`config.mk`:
```
export PLATFORM = sky130hd
export DESIGN_NAME = intersection_ctrl
export DESIGN_NICKNAME = d
export VERILOG_FILES = /design/src/rtl/traffic_pkg.sv /design/src/rtl/phase_timer.sv /design/src/rtl/intersection_ctrl.sv
export SDC_FILE = /design/constraint.sdc
export NUM_CORES = 1
export LEC_CHECK = 0
export CAP_MARGIN = 20
export CORE_MARGIN = 3
export CORE_UTILIZATION = 40
export CTS_CLUSTER_SIZE = 40
export DETAILED_ROUTE_END_ITERATION = 6
export DONT_BUFFER_PORTS = 1
export GPL_ROUTABILITY_DRIVEN = 1
export PLACE_DENSITY_LB_ADDON = 0.15
export SYNTH_ARGS = -nofsm -noshare
export SYNTH_HDL_FRONTEND = slang
export SYNTH_SLANG_ARGS = --single-unit
```
`constraint.sdc`:
```
create_clock -name clk -period 3 [get_ports clk]
set_clock_uncertainty 0.05 [all_clocks]
set_input_delay 0.15 -clock clk [delete_from_list [all_inputs] [get_ports clk]]
set_output_delay 0.15 -clock clk [all_outputs]
set_load 0.05 [all_outputs]
```
`src/rtl/traffic_pkg.sv`:
```
// Shared types and constants for the intersection controller: phase encoding,
// {R,G,Y} lamp patterns and default phase lengths.
package traffic_pkg;

  typedef enum logic [2:0] {
    A_GREEN  = 3'd0,
    A_YELLOW = 3'd1,
    AR1      = 3'd2,
    B_GREEN  = 3'd3,
    B_YELLOW = 3'd4,
    AR2      = 3'd5,
    WALK     = 3'd6
  } state_t;

  localparam logic [2:0] LAMP_R = 3'b100;
  localparam logic [2:0] LAMP_G = 3'b010;
  localparam logic [2:0] LAMP_Y = 3'b001;

  localparam int DEF_G_CYC    = 512;
  localparam int DEF_Y_CYC    = 64;
  localparam int DEF_AR_CYC   = 16;
  localparam int DEF_WALK_CYC = 128;

  function automatic int max_int(input int a, input int b);
    return (a > b) ? a : b;
  endfunction

endpackage

```
`src/rtl/phase_timer.sv`:
```
// Phase counter: cleared on request, otherwise counts up; done flags the last
// cycle of the current phase.
module phase_timer #(
  parameter int W = 4
) (
  input  logic         clk,
  input  logic         rst,
  input  logic         clear,
  input  logic [W-1:0] term,
  output logic         done
);

  logic [W-1:0] count;

  always_ff @(posedge clk or negedge rst) begin
    if (!rst)
      count <= '0;
    else if (clear)
      count <= '0;
    else
      count <= count + 1'b1;
  end

  assign done = (count == term);

endmodule

```
`src/rtl/intersection_ctrl.sv`:
```
// Two-road traffic light controller with priority pass for road A.
// Define INTERSECTION_PED_WALK_EN to build the pedestrian WALK phase.
module intersection_ctrl
  import traffic_pkg::*;
#(
  parameter int G_CYC    = DEF_G_CYC,
  parameter int Y_CYC    = DEF_Y_CYC,
  parameter int AR_CYC   = DEF_AR_CYC,
  parameter int WALK_CYC = DEF_WALK_CYC
) (
  input  logic       clk,
  input  logic       rst,
  input  logic       pass,
  input  logic       ped_req,
  output logic [2:0] a_rgy,
  output logic [2:0] b_rgy,
  output logic       walk,
  output logic [2:0] phase
);

  localparam int MAX_LEN = max_int(max_int(G_CYC, Y_CYC), max_int(AR_CYC, WALK_CYC));
  localparam int CW      = (MAX_LEN > 1) ? $clog2(MAX_LEN) : 1;

  state_t        state;
  state_t        state_next;
  logic          restart;
  logic          clear;
  logic          done;
  logic [CW-1:0] term;
  logic          pass_pend;
  logic          walk_go;

`ifdef INTERSECTION_PED_WALK_EN
  logic ped_pend;
  logic walk_to_b;
  assign walk_go = ped_pend && !pass_pend;
`else
  logic unused_ped;
  assign unused_ped = ped_req;
  assign walk_go    = 1'b0;
`endif

  always_comb begin
    term = CW'(G_CYC - 1);
    case (state)
      A_YELLOW, B_YELLOW: term = CW'(Y_CYC - 1);
      AR1, AR2:           term = CW'(AR_CYC - 1);
      WALK:               term = CW'(WALK_CYC - 1);
      default:            term = CW'(G_CYC - 1);
    endcase
  end

  assign clear = restart || (state_next != state);

  phase_timer #(.W(CW)) u_timer (
    .clk   (clk),
    .rst   (rst),
    .clear (clear),
    .term  (term),
    .done  (done)
  );

  always_ff @(posedge clk or negedge rst) begin
    if (!rst) begin
      state     <= A_GREEN;
      pass_pend <= 1'b0;
`ifdef INTERSECTION_PED_WALK_EN
      ped_pend  <= 1'b0;
      walk_to_b <= 1'b0;
`endif
    end else begin
      state <= state_next;
      if (state_next == A_GREEN && state != A_GREEN)
        pass_pend <= 1'b0;
      else if (pass && state != A_GREEN)
        pass_pend <= 1'b1;
`ifdef INTERSECTION_PED_WALK_EN
      // A press landing in the WALK entry cycle must survive for the next walk.
      if (ped_req)
        ped_pend <= 1'b1;
      else if (state_next == WALK && state != WALK)
        ped_pend <= 1'b0;
      if (state == AR1 && state_next == WALK)
        walk_to_b <= 1'b1;
      else if (state == AR2 && state_next == WALK)
        walk_to_b <= 1'b0;
`endif
    end
  end

  always_comb begin
    state_next = state;
    restart    = 1'b0;
    case (state)
      A_GREEN: begin
        if (pass)
          restart = 1'b1;
        else if (done)
          state_next = A_YELLOW;
      end
      A_YELLOW: if (done) state_next = AR1;
      AR1:      if (done) state_next = walk_go ? WALK : B_GREEN;
      B_GREEN:  if (done || pass || pass_pend) state_next = B_YELLOW;
      B_YELLOW: if (done) state_next = AR2;
      AR2:      if (done) state_next = walk_go ? WALK : A_GREEN;
`ifdef INTERSECTION_PED_WALK_EN
      WALK:     if (done) state_next = walk_to_b ? B_GREEN : A_GREEN;
`endif
      default:  state_next = A_GREEN;
    endcase
  end

  always_comb begin
    a_rgy = LAMP_R;
    b_rgy = LAMP_R;
    walk  = 1'b0;
    case (state)
      A_GREEN:  a_rgy = LAMP_G;
      A_YELLOW: a_rgy = LAMP_Y;
      B_GREEN:  b_rgy = LAMP_G;
      B_YELLOW: b_rgy = LAMP_Y;
`ifdef INTERSECTION_PED_WALK_EN
      WALK:     walk  = 1'b1;
`endif
      default: ;
    endcase
  end

  assign phase = state;

endmodule

```
-- Yosys cells after proc, flatten, opt, wreduce, memory -nomap -nowiden
Cells that the tools add are included.
- bits in registers: 13
- logic and storage cells: 39
- output and inout bits: 10
- input bits: 4
- reductions and logical operators: 11
- eq/ne operators: 8
- multiplexer cells: 16
- add/sub/neg operators: 1
- operators by type and width (kind ; number):
    $pmux 9 s3 ; 1
    $mux 3 ; 7
    $pmux 3 s6 ; 1
    $pmux 3 s2 ; 2
    $add 9x1->9 const B ; 1
    $eq 3x3->1 const B ; 3
    $eq 9x9->1 ; 1
    $mux 9 ; 1
    $eq 3x2->1 const B ; 2
    $logic_not 3->1 ; 2
    $mux 1 ; 4
    $reduce_or 2->1 ; 2
    $eq 3x1->1 const B ; 1
    $logic_or 1x1->1 ; 3
    $ne 3x3->1 ; 1
    $reduce_bool 3->1 ; 1
    $logic_and 1x1->1 ; 2
    $reduce_bool 2->1 ; 1

-- Longest topological paths before layout
Gate-level depths: netlist (run 1).
- depth after elaboration: 11
- gate-level depth with buffers: 6
- depth with buffers taken out: 6

-- By module
From an unflattened synthesis (run 1), not the netlist that was laid out.
- cells, all modules: 96
- area total of the unflattened synthesis: 839.6 um^2
- by module, submodules not included (module ; area an instance (um^2) ; instances ; cells each):
    phase_timer ; 510.5 ; 1 ; 52
    intersection_ctrl ; 329.1 ; 1 ; 44

-- Least setup slack after synthesis (run 1)
No wires, ideal clock.
- path type: reg-to-output
- start point: reg state[2] (netlist: phase[2])
- end point: out b_rgy[2]
- required time: 2800 ps
- cell stages (with the launch flop): 5
- setup slack: 61 ps
- arrival: 2739 ps
- path buffers: 1
- path through: dfrtp_1 -> buf_2 -> inv_1 -> nor3_1 -> nor2_1
- longest elaborated chain between the ends: 2
- ends and longest elaborated chain (what ; RTL line ; text):
    start, declared ; intersection_ctrl.sv:24 ; state_t state;
    start signal, assigned ; intersection_ctrl.sv:72 ; state <= state_next;
    $eq 3x3->1 or $eq 3x2->1 (tied branches) ; intersection_ctrl.sv:117 ; case (state)
    $pmux 3 s2 * ; intersection_ctrl.sv:117 ;
    end, declared ; intersection_ctrl.sv:16 ; output logic [2:0] b_rgy,
Mark *: on every way between the ends. The rest lies on a longest branch, timed or not.

-- Worst setup path in the final report (run 1)
- start point: reg state[1] (netlist: phase[1])
- end point: out b_rgy[2]
Same word-level chain as after synthesis.

==> run_results.csv, run 1 <==
group,metric,value,unit
timing,slew_headroom,57.45,%
setup_path,crit_type,"reg2out",
timing,worst_slack,850.4,ps
logic_synthesis,synth-seq-cells,13,
setup_path,path_buf_inv,1,
setup_path,cp_common_cell,"and2_1",
detailed_routing,drc_errors,0,
floorplanning,die-width,51.44,um
timing,setup_violations,0,
place,dp_hpwl,1.252,mm
cts,clkLatencyLatePin,280,ps
timing,fin_setup_tns,0,ps
floorplanning,ios,14,
detailed_routing,drt_iter0_markers,17,
logic_synthesis,ys_seq_area_share,39.39,%
place,place_ws,909.9,ps
setup_path,cpPeakStageDelay,630,ps
timing,max_freq,465.2,MHz
job,maxCapViolCount,0,
timing,layout_min_cycle_time,2150,ps
timing,maxSlewViolCount,0,
timing,period_share,71.65,%
detailed_routing,via_count,671,
logic_synthesis,synth_area_leaders,"dfrtp_1, nor2_1, xor2_1",
global_routing,track_usage,15.68,%
setup_path,cp_max_fo,15,
detailed_routing,post_drt_wl_per_cell,14.80,um
cts,numCtsBuffers,3,
timing,whs,59.91,ps
logic_synthesis,synthDistinctLibCells,40,
floorplanning,dieArea,2646,um^2
setup_path,crit_path_top_delay_cell,"dfrtp_1",
place,place.gp.congestion,0.7674,
setup_path,crit_family,"simple AND/OR/NAND/NOR gates",
pwr,p_per_area,579.8,nW/um^2
layout,syn_to_final_growth,11.52,%
outcome,status,"finished, final reports clean",
floorplanning,die_y,51.44,um
layout,diodes,0,
cts,clk_pin_slew,90,ps
cts,cts_tree,"done",
timing,rsz0062_at_grt,"no",
layout,layout-drive-gt1-share,15.46,%
global_routing,gr-total-overflow,0,
pwr,leakagePower,0.0003978,uW
cts,cts_resized,0,
logic_synthesis,synth.avg_cell_area,8.976,um^2
cts,cts-root-buf,"clkbuf_4",
logic_synthesis,ys.flop_type,"dfrtp_1",
cts,cts_htree_levels,1,
cts,cts_sinks,13,
place,io_buffers,0,
cts,cts_hold_buffers,1,
logic_synthesis,synth_edf_count,0,
logic_synthesis,synth_area,825.8,um^2
floorplanning,rows,15,
logic_synthesis,async_flop_share,100.0,%
worst_hold_path,hp-class,"in2reg",
cts,postCtsSetupBuffers,0,
timing,worst_pin_slew,636.1,ps
setup_path,cp-end-kind,"output pin",
global_routing,grt_pass1_wl,3.036,mm
layout,nNetsFinal,103,
detailed_routing,via_per_inst,5.500,
global_routing,grt_max_degree,16,
detailed_routing,ant_nets,0,
global_routing,grt_pass1_vias,624,
setup_path,start_kind,"flip-flop",
detailed_routing,dr.pass1.iters,3,
logic_synthesis,synth_nets,97,
layout,fin_util,50.07,%
timing,hold_violations,0,
floorplanning,start_util,44.90,%
floorplanning,core,1839,um^2
logic_synthesis,synth_top_area_cell,"dfrtp_1",
setup_path,cp.required,2800,ps
layout,nFillCells,199,
global_routing,antenna_found_initial,0,
logic_synthesis,yosysTopAreaCellShare,39.39,%
logic_synthesis,ys.warnings.count,0,
detailed_routing,routed_wirelength,1.806,mm
setup_path,cp.arrival,1950,ps
pwr,ir_drop,344.4,uV
logic_synthesis,syn_inst,92,
cts,ctsLongestPathBuffers,2,
setup_path,cp_cell_sequence,"and2_1 -> and2_1 -> nor2_1 -> buf_4",
-- layout by cell type, fill, tap and decap left out, drive strengths merged, types with 2 or more instances in the layout --
master   instances
inv              4
and2             3
xnor2            3
nor2            10
clkbuf           3
and3             2
xor2             4
nand4            2
nand2            5
a31oi            3
and3b            2
o21ai            4
nor3             2
nand3            4
dfrtp           13
o21bai           2
o2111ai          2
buf              6
a21oi            2
-- stage by stage --
stage,total power (uW),cell area (um^2),instances
final,533.9,920.9,122
after CTS,541.1,920.9,122
after global placement,418.2,883.3,117
after floorplan,375.8,825.8,92
after detailed placement,420.0,883.3,117
after global routing,574.5,920.9,122
-- final timing paths --
check	slack, ps	to	start	cells after the start
worst max-delay path	850	b_rgy[2]	phase[1]$_DFF_PN0_	4
worst min-delay path	60	u_timer.count[2]$_DFF_PN0_	pass	2
worst max register to register	870	pass_pend$_DFFE_PN0P_	phase[1]$_DFF_PN0_	5
worst min register to register	450	u_timer.count[0]$_DFF_PN0_	u_timer.count[0]$_DFF_PN0_	1
max in group asynchronous	2220	phase[2]$_DFF_PN0_	rst	1
min in group asynchronous	270	u_timer.count[4]$_DFF_PN0_	rst	1
-- power by group --
part | switching [uW] | internal, uW | total, uW | leakage, uW
Sequential | 29.3 | 198 | 227 | 0.000171
Combinational | 130 | 65.5 | 196 | 0.000209
Clock | 61.9 | 49.5 | 111 | 0.0000177
Total | 221 | 313 | 534 | 0.000398
-- synthesized netlist by cell type, types with 2 or more instances --
cell type and count:
a31oi_1 2, a21oi_1 2, inv_1 4, nor3_1 2, xnor2_1 3, xor2_1 4
dfrtp_1 13, and3_1 2, o21ai_0 4, o21bai_1 2, nand3_1 4, nor2_1 10
and2_1 3, o2111ai_1 2, nand2_1 5, clkbuf_1 3, buf_2 2, and3b_1 2
nand4_1 2
-- cells by family after synthesis --
kind of cell	Yosys count	synth area share [%]
AND/OR/NAND/NOR	38	25.31
AO/OA/AOI/OAI	21	19.39
flip-flops	13	39.39
buffers and inverters	10	5.303
XOR/XNOR	7	7.424
adder cells (fa/ha/maj)	1	1.515
other	1	0.4541
multiplexers	1	1.212
-- final cells by class --
| type | instances | area (um^2) | area share, % |
|---|---|---|---|
| multi-input cells | 69 | 466.7 | 50.68 |
| flip-flops and latches | 13 | 325.3 | 35.33 |
| repair buffers | 7 | 55.05 | 5.978 |
| well taps | 25 | 31.28 | 3.397 |
| clock buffers | 3 | 22.52 | 2.446 |
| inverters | 4 | 15.01 | 1.630 |
| clock inverters | 1 | 5.005 | 0.5435 |
-- flip-flops by register name (all words and copies together), names as in the netlist --
name           count
pass_pend          1
phase              3
u_timer.count      9
-- per-layer routing --
metal  GRT usage (%)  wire length [um]  vias up
met3           5.831                59        2
met2           23.73               839        8
met5               0                 0        -
met1           20.43               887      323
li1                -                 -      338
met4           5.240                19        0
Note: power is estimated with default switching activity, not from simulation.
==> inputs of run 2 (changes only) <==
==> constraint.sdc (replaced) <==
create_clock -name clk -period 2 [get_ports clk]
set_clock_uncertainty 0.05 [all_clocks]
set_input_delay 0.1 -clock clk [delete_from_list [all_inputs] [get_ports clk]]
set_output_delay 0.1 -clock clk [all_outputs]
set_load 0.05 [all_outputs]
==> run_results.csv, run 2 (synthesis gave the netlist of run 1 again) <==
group,metric,value,unit
outcome,status,"finished, final reports clean",
timing,whs,20.09,ps
setup_path,cp_max_fo,4,
pwr,swShare,40.14,%
layout,final_common_cell,"buf_4",
global_routing,grt_busiest_layer,"met2",
cts,postCtsSetupBuffers,0,
detailed_routing,ant_nets,0,
pwr,pwr-share-seq,40.0,%
global_routing,grt_pass1_wl,2.884,mm
pwr,p_comb_share,40.4,%
timing,maxSlewViolCount,0,
timing,worst_slack,101.4,ps
floorplanning,die-width,51.44,um
cts,numCtsBuffers,3,
layout,nNetsFinal,108,
pwr,leakagePower,0.0004244,uW
layout,syn_to_final_growth,18.79,%
layout,nFillCells,183,
place,place_inst,122,
place,place_ws,152.2,ps
setup_path,cp.arrival,2010,ps
cts,clkLatencyLatePin,270,ps
floorplanning,ios,14,
detailed_routing,dr.pass1.iters,4,
global_routing,gr-total-overflow,0,
timing,hold_violations,0,
job,maxCapViolCount,0,
timing,rsz0062_at_grt,"no",
timing,fin_setup_tns,0,ps
layout,ff_latch_area,329.1,um^2
global_routing,grt_max_degree,16,
pwr,p_per_area,834.7,nW/um^2
cts,clk_pin_slew,80,ps
layout,multiInputGateArea,486.7,um^2
cts,cts_htree_levels,1,
cts,cts_tree,"done",
cts,cts_sinks,13,
layout,largest_reg_flops,9,
setup_path,reg2reg_slack,100,ps
timing,period_share,94.93,%
global_routing,met1_usage,20.11,%
place,place_area,944.7,um^2
setup_path,r2r_cells,5,
cts,ctsLongestPathBuffers,2,
detailed_routing,via_count,698,
setup_path,crit_type,"reg2reg",
pwr,cell_internal_pwr,490.1,uW
timing,setup_violations,0,
detailed_routing,post_drt_wl_per_cell,13.84,um
layout,top_register,"u_timer.count",
detailed_routing,drt_iter0_markers,18,
floorplanning,core,1839,um^2
pwr,ir_drop,536.1,uV
floorplanning,die_y,51.44,um
floorplanning,start_util,44.90,%
detailed_routing,drc_errors,0,
timing,layout_min_cycle_time,1899,ps
timing,slew_headroom,60.31,%
layout,mostFrequentLayoutCells,"buf_4, dfrtp_1, nor2_1",
global_routing,grt_use_met2,22.46,%
timing,worst_pin_slew,593.5,ps
floorplanning,rows,15,
pwr,p_clk_share,19.6,%
pwr,p_switching,328.7,uW
global_routing,track_usage,14.71,%
global_routing,grt_pass1_vias,621,
setup_path,start_kind,"flip-flop",
layout,layout-drive-gt1-share,22.55,%
detailed_routing,via_per_inst,5.496,
place,place.gp.congestion,0.7616,
cts,cts-root-buf,"clkbuf_4",
setup_path,cp.required,2110,ps
layout,final_cells,127,
place,dp_hpwl,1.279,mm
setup_path,cp-end-kind,"flip-flop",
layout,diodes,0,
global_routing,use_met3,5.248,%
place,io_buffers,0,
layout,design_area,980.9,um^2
floorplanning,dieArea,2646,um^2
detailed_routing,routed_wirelength,1.758,mm
worst_hold_path,hold_depth,2,
timing,max_freq,526.7,MHz
worst_hold_path,hp-class,"in2reg",
global_routing,antenna_found_initial,0,
-- run 2: cell count changes in the layout (fill, tap and decap cells not counted), moves of 2 or more --
cell | previous run | this run
nor3_2 | 2 | 0
nor3_4 | 0 | 2
dfrtp_2 | 0 | 3
dfrtp_1 | 13 | 10
buf_4 | 6 | 11
-- run 2: power groups by stage --
| stage | Combinational, uW | Clock (uW) | Sequential, uW |
|---|---|---|---|
| 2_1_floorplan | 228 | 0 | 356 |
| 3_3_place_gp | 325 | 0 | 330 |
| 3_5_place_dp | 325 | 0 | 332 |
| 4_1_cts | 334 | 172 | 327 |
| 5_1_grt | 362 | 176 | 333 |
| 6_report | 331 | 160 | 327 |
-- run 2: final cells by class --
| class | count | share of cell area (%) |
|---|---|---|
| clock buffers | 4 | 2.679 |
| inverters | 4 | 1.531 |
| multi-input cells | 69 | 49.62 |
| flip-flops and latches | 13 | 33.55 |
| well taps | 25 | 3.189 |
| repair buffers | 12 | 9.439 |
-- run 2: critical path: stages, from the launching register on --
cell and delay [ps]:
dfrtp_2 400, or3b_1 390, or3_1 330, a31oi_2 230, a31oi_1 150, o22a_1 220
-- run 2: per-layer routing --
| metal | wire length, um | up-vias |
|---|---|---|
| met4 | 9 | 0 |
| met2 | 828 | 12 |
| li1 | - | 346 |
| met1 | 838 | 338 |
| met3 | 82 | 2 |
| met5 | 0 | - |
-- run 2: per-stage QoR --
stage          utilization (%)  power (uW)
2_1_floorplan                -       583.9
3_3_place_gp             51.36       654.4
3_5_place_dp             51.36       657.1
4_1_cts                  53.33       832.7
5_1_grt                  53.33       871.0
6_report                 53.33       818.8
-- run 2: what timing repair did --
| action | in CTS | in global routing |
|---|---|---|
| endpoints found under the hold margin | 13 | 0 |
| hold buffers | 1 | 0 |
| resized for setup | 0 | 0 |
-- run 2: final timing paths --
| check | start | endpoint |
|---|---|---|
| worst max-delay path | phase[2]$_DFF_PN0_ | pass_pend$_DFFE_PN0P_ |
| min in group asynchronous | rst | u_timer.count[8]$_DFF_PN0_ |
| max in group asynchronous | rst | phase[0]$_DFF_PN0_ |
| worst min register to register | pass_pend$_DFFE_PN0P_ | pass_pend$_DFFE_PN0P_ |
| worst min-delay path | pass | u_timer.count[2]$_DFF_PN0_ |
| worst max register to register | phase[2]$_DFF_PN0_ | pass_pend$_DFFE_PN0P_ |
==> inputs of run 3 (changes only) <==
--- a/config.mk
+++ b/config.mk
@@ -12,7 +12,6 @@
 export DETAILED_ROUTE_END_ITERATION = 6
 export DONT_BUFFER_PORTS = 1
 export GPL_ROUTABILITY_DRIVEN = 1
-export PLACE_DENSITY_LB_ADDON = 0.15
 export SYNTH_ARGS = -nofsm -noshare
 export SYNTH_HDL_FRONTEND = slang
 export SYNTH_SLANG_ARGS = --single-unit
==> run_results.csv, run 3 (synthesis gave the netlist of run 1 again) <==
group,metric,value,unit
timing,whs,32.70,ps
outcome,status,"finished, final reports clean",
timing,max_freq,525.7,MHz
floorplanning,dieArea,2646,um^2
layout,final_common_cell,"dfrtp_1",
setup_path,reg2reg_slack,100,ps
setup_path,crit_path_top_delay_cell,"or3b_1",
setup_path,r2r_cells,5,
setup_path,cp_cell_sequence,"or3b_1 -> or3_1 -> a31oi_2 -> a31oi_1 -> o22a_1",
global_routing,grt_pass1_wl,2.953,mm
floorplanning,core,1839,um^2
setup_path,cp.required,2110,ps
detailed_routing,via_count,699,
timing,slew_headroom,58.86,%
place,place.gp.congestion,0.7773,
setup_path,timing.rr.end,"pass_pend$_DFFE_PN0P_",
layout,nNetsFinal,106,
cts,clkLatencyLatePin,280,ps
job,maxCapViolCount,0,
pwr,totalPowerFinal,806.9,uW
cts,numCtsBuffers,3,
worst_hold_path,hp-class,"in2reg",
worst_hold_path,whs_endpoint,"phase[0]$_DFF_PN0_",
floorplanning,rows,15,
layout,layout-drive-gt1-share,20.00,%
cts,cts_resized,0,
cts,postCtsSetupBuffers,0,
detailed_routing,dr.pass1.iters,4,
layout,largest_reg_flops,9,
worst_hold_path,hold_depth,3,
global_routing,grt_pass1_vias,643,
setup_path,cp-end-kind,"flip-flop",
detailed_routing,post_drt_wl_per_cell,13.95,um
setup_path,start_kind,"flip-flop",
floorplanning,die_y,51.44,um
setup_path,crit_cells,5,
cts,cts_sinks,13,
place,io_buffers,0,
layout,diodes,0,
timing,rsz0062_at_grt,"no",
worst_hold_path,hp-start,"pass",
cts,clk_pin_slew,80,ps
setup_path,crit_type,"reg2reg",
floorplanning,die-width,51.44,um
cts,cts_tree,"done",
setup_path,cp.arrival,2010,ps
detailed_routing,drc_errors,0,
cts,ctsLongestPathBuffers,2,
pwr,ir_drop,401.7,uV
layout,multiInputGateArea,486.7,um^2
layout,nFillCells,177,
setup_path,path_buf_inv,0,
detailed_routing,routed_wirelength,1.744,mm
detailed_routing,ant_nets,0,
global_routing,gr-total-overflow,0,
timing,fin_setup_tns,0,ps
floorplanning,start_util,44.90,%
timing,hold_violations,0,
global_routing,grt_max_degree,16,
detailed_routing,via_per_inst,5.592,
setup_path,r2r_start,"phase[2]$_DFF_PN0_",
pwr,p_per_area,833.2,nW/um^2
cts,cts-root-buf,"clkbuf_4",
cts,cts_hold_buffers,2,
timing,period_share,95.11,%
setup_path,cp_max_fo,4,
setup_path,cpPeakStageDelay,410,ps
layout,design_area,968.4,um^2
global_routing,antenna_found_initial,0,
pwr,leakagePower,0.0004133,uW
floorplanning,ios,14,
layout,top_register,"u_timer.count",
place,dp_hpwl,1.241,mm
global_routing,track_usage,15.18,%
place,place_area,922.1,um^2
cts,cts_htree_levels,1,
timing,setup_violations,0,
layout,mostFrequentLayoutCells,"dfrtp_1, nor2_1, buf_4",
detailed_routing,drt_iter0_markers,14,
timing,worst_pin_slew,615.0,ps
timing,maxSlewViolCount,0,
layout,ff_latch_area,329.1,um^2
layout,syn_to_final_growth,17.27,%
setup_path,crit_family,"simple AND/OR/NAND/NOR gates",
timing,layout_min_cycle_time,1902,ps
run 3: changes by cell type in the layout (fill, tap and decap cells not counted), sizes merged:
cell | previous run | this run
dlygate4sd3 | 1 | 2
buf | 11 | 8
run 3: power by group:
part           switching, uW  internal, uW
Combinational            214           104
Clock                   85.4          77.3
Sequential              27.9           298
run 3: worst max-delay path by stage:
stage                  startpoint  slack [ps]                    end
2_1_floorplan  phase[1]$_DFF_PN0_          10     phase[1]$_DFF_PN0_
3_3_place_gp   phase[2]$_DFF_PN0_         130  pass_pend$_DFFE_PN0P_
3_5_place_dp   phase[2]$_DFF_PN0_         130  pass_pend$_DFFE_PN0P_
4_1_cts        phase[2]$_DFF_PN0_         110  pass_pend$_DFFE_PN0P_
5_1_grt        phase[2]$_DFF_PN0_          10  pass_pend$_DFFE_PN0P_
6_report       phase[2]$_DFF_PN0_         100  pass_pend$_DFFE_PN0P_
run 3: layout make-up:
type	instances	share of cell area, %
multi-input combinational	69	50.26
sequential	13	33.98
timing repair buffer	10	8.269
tap	25	3.230
clock buffer	4	2.713
inverter	4	1.550
run 3: tightest hold or removal path, cell delays in order:
cell,delay [ps]
a21oi_1,40
o21bai_1,110
mux2i_1,60
run 3: metal layers:
metal / vias up / global-route usage [%] / share of wire, %
met4: 0 / 5.240 / 1.1
li1: 348 / - / -
met2: 12 / 21.61 / 46
met3: 2 / 5.248 / 5.2
met1: 337 / 21.12 / 48
met5: - / 0 / 0
run 3: per-stage QoR:
stage | utilization [%] | setup slack (ps) | cells
2_1_floorplan | - | 12.08 | 92
3_3_place_gp | 50.14 | 134.2 | 119
3_5_place_dp | 50.14 | 132.3 | 119
4_1_cts | 52.65 | 113.8 | 125
5_1_grt | 52.65 | 9.708 | 125
6_report | 52.65 | 97.78 | 125
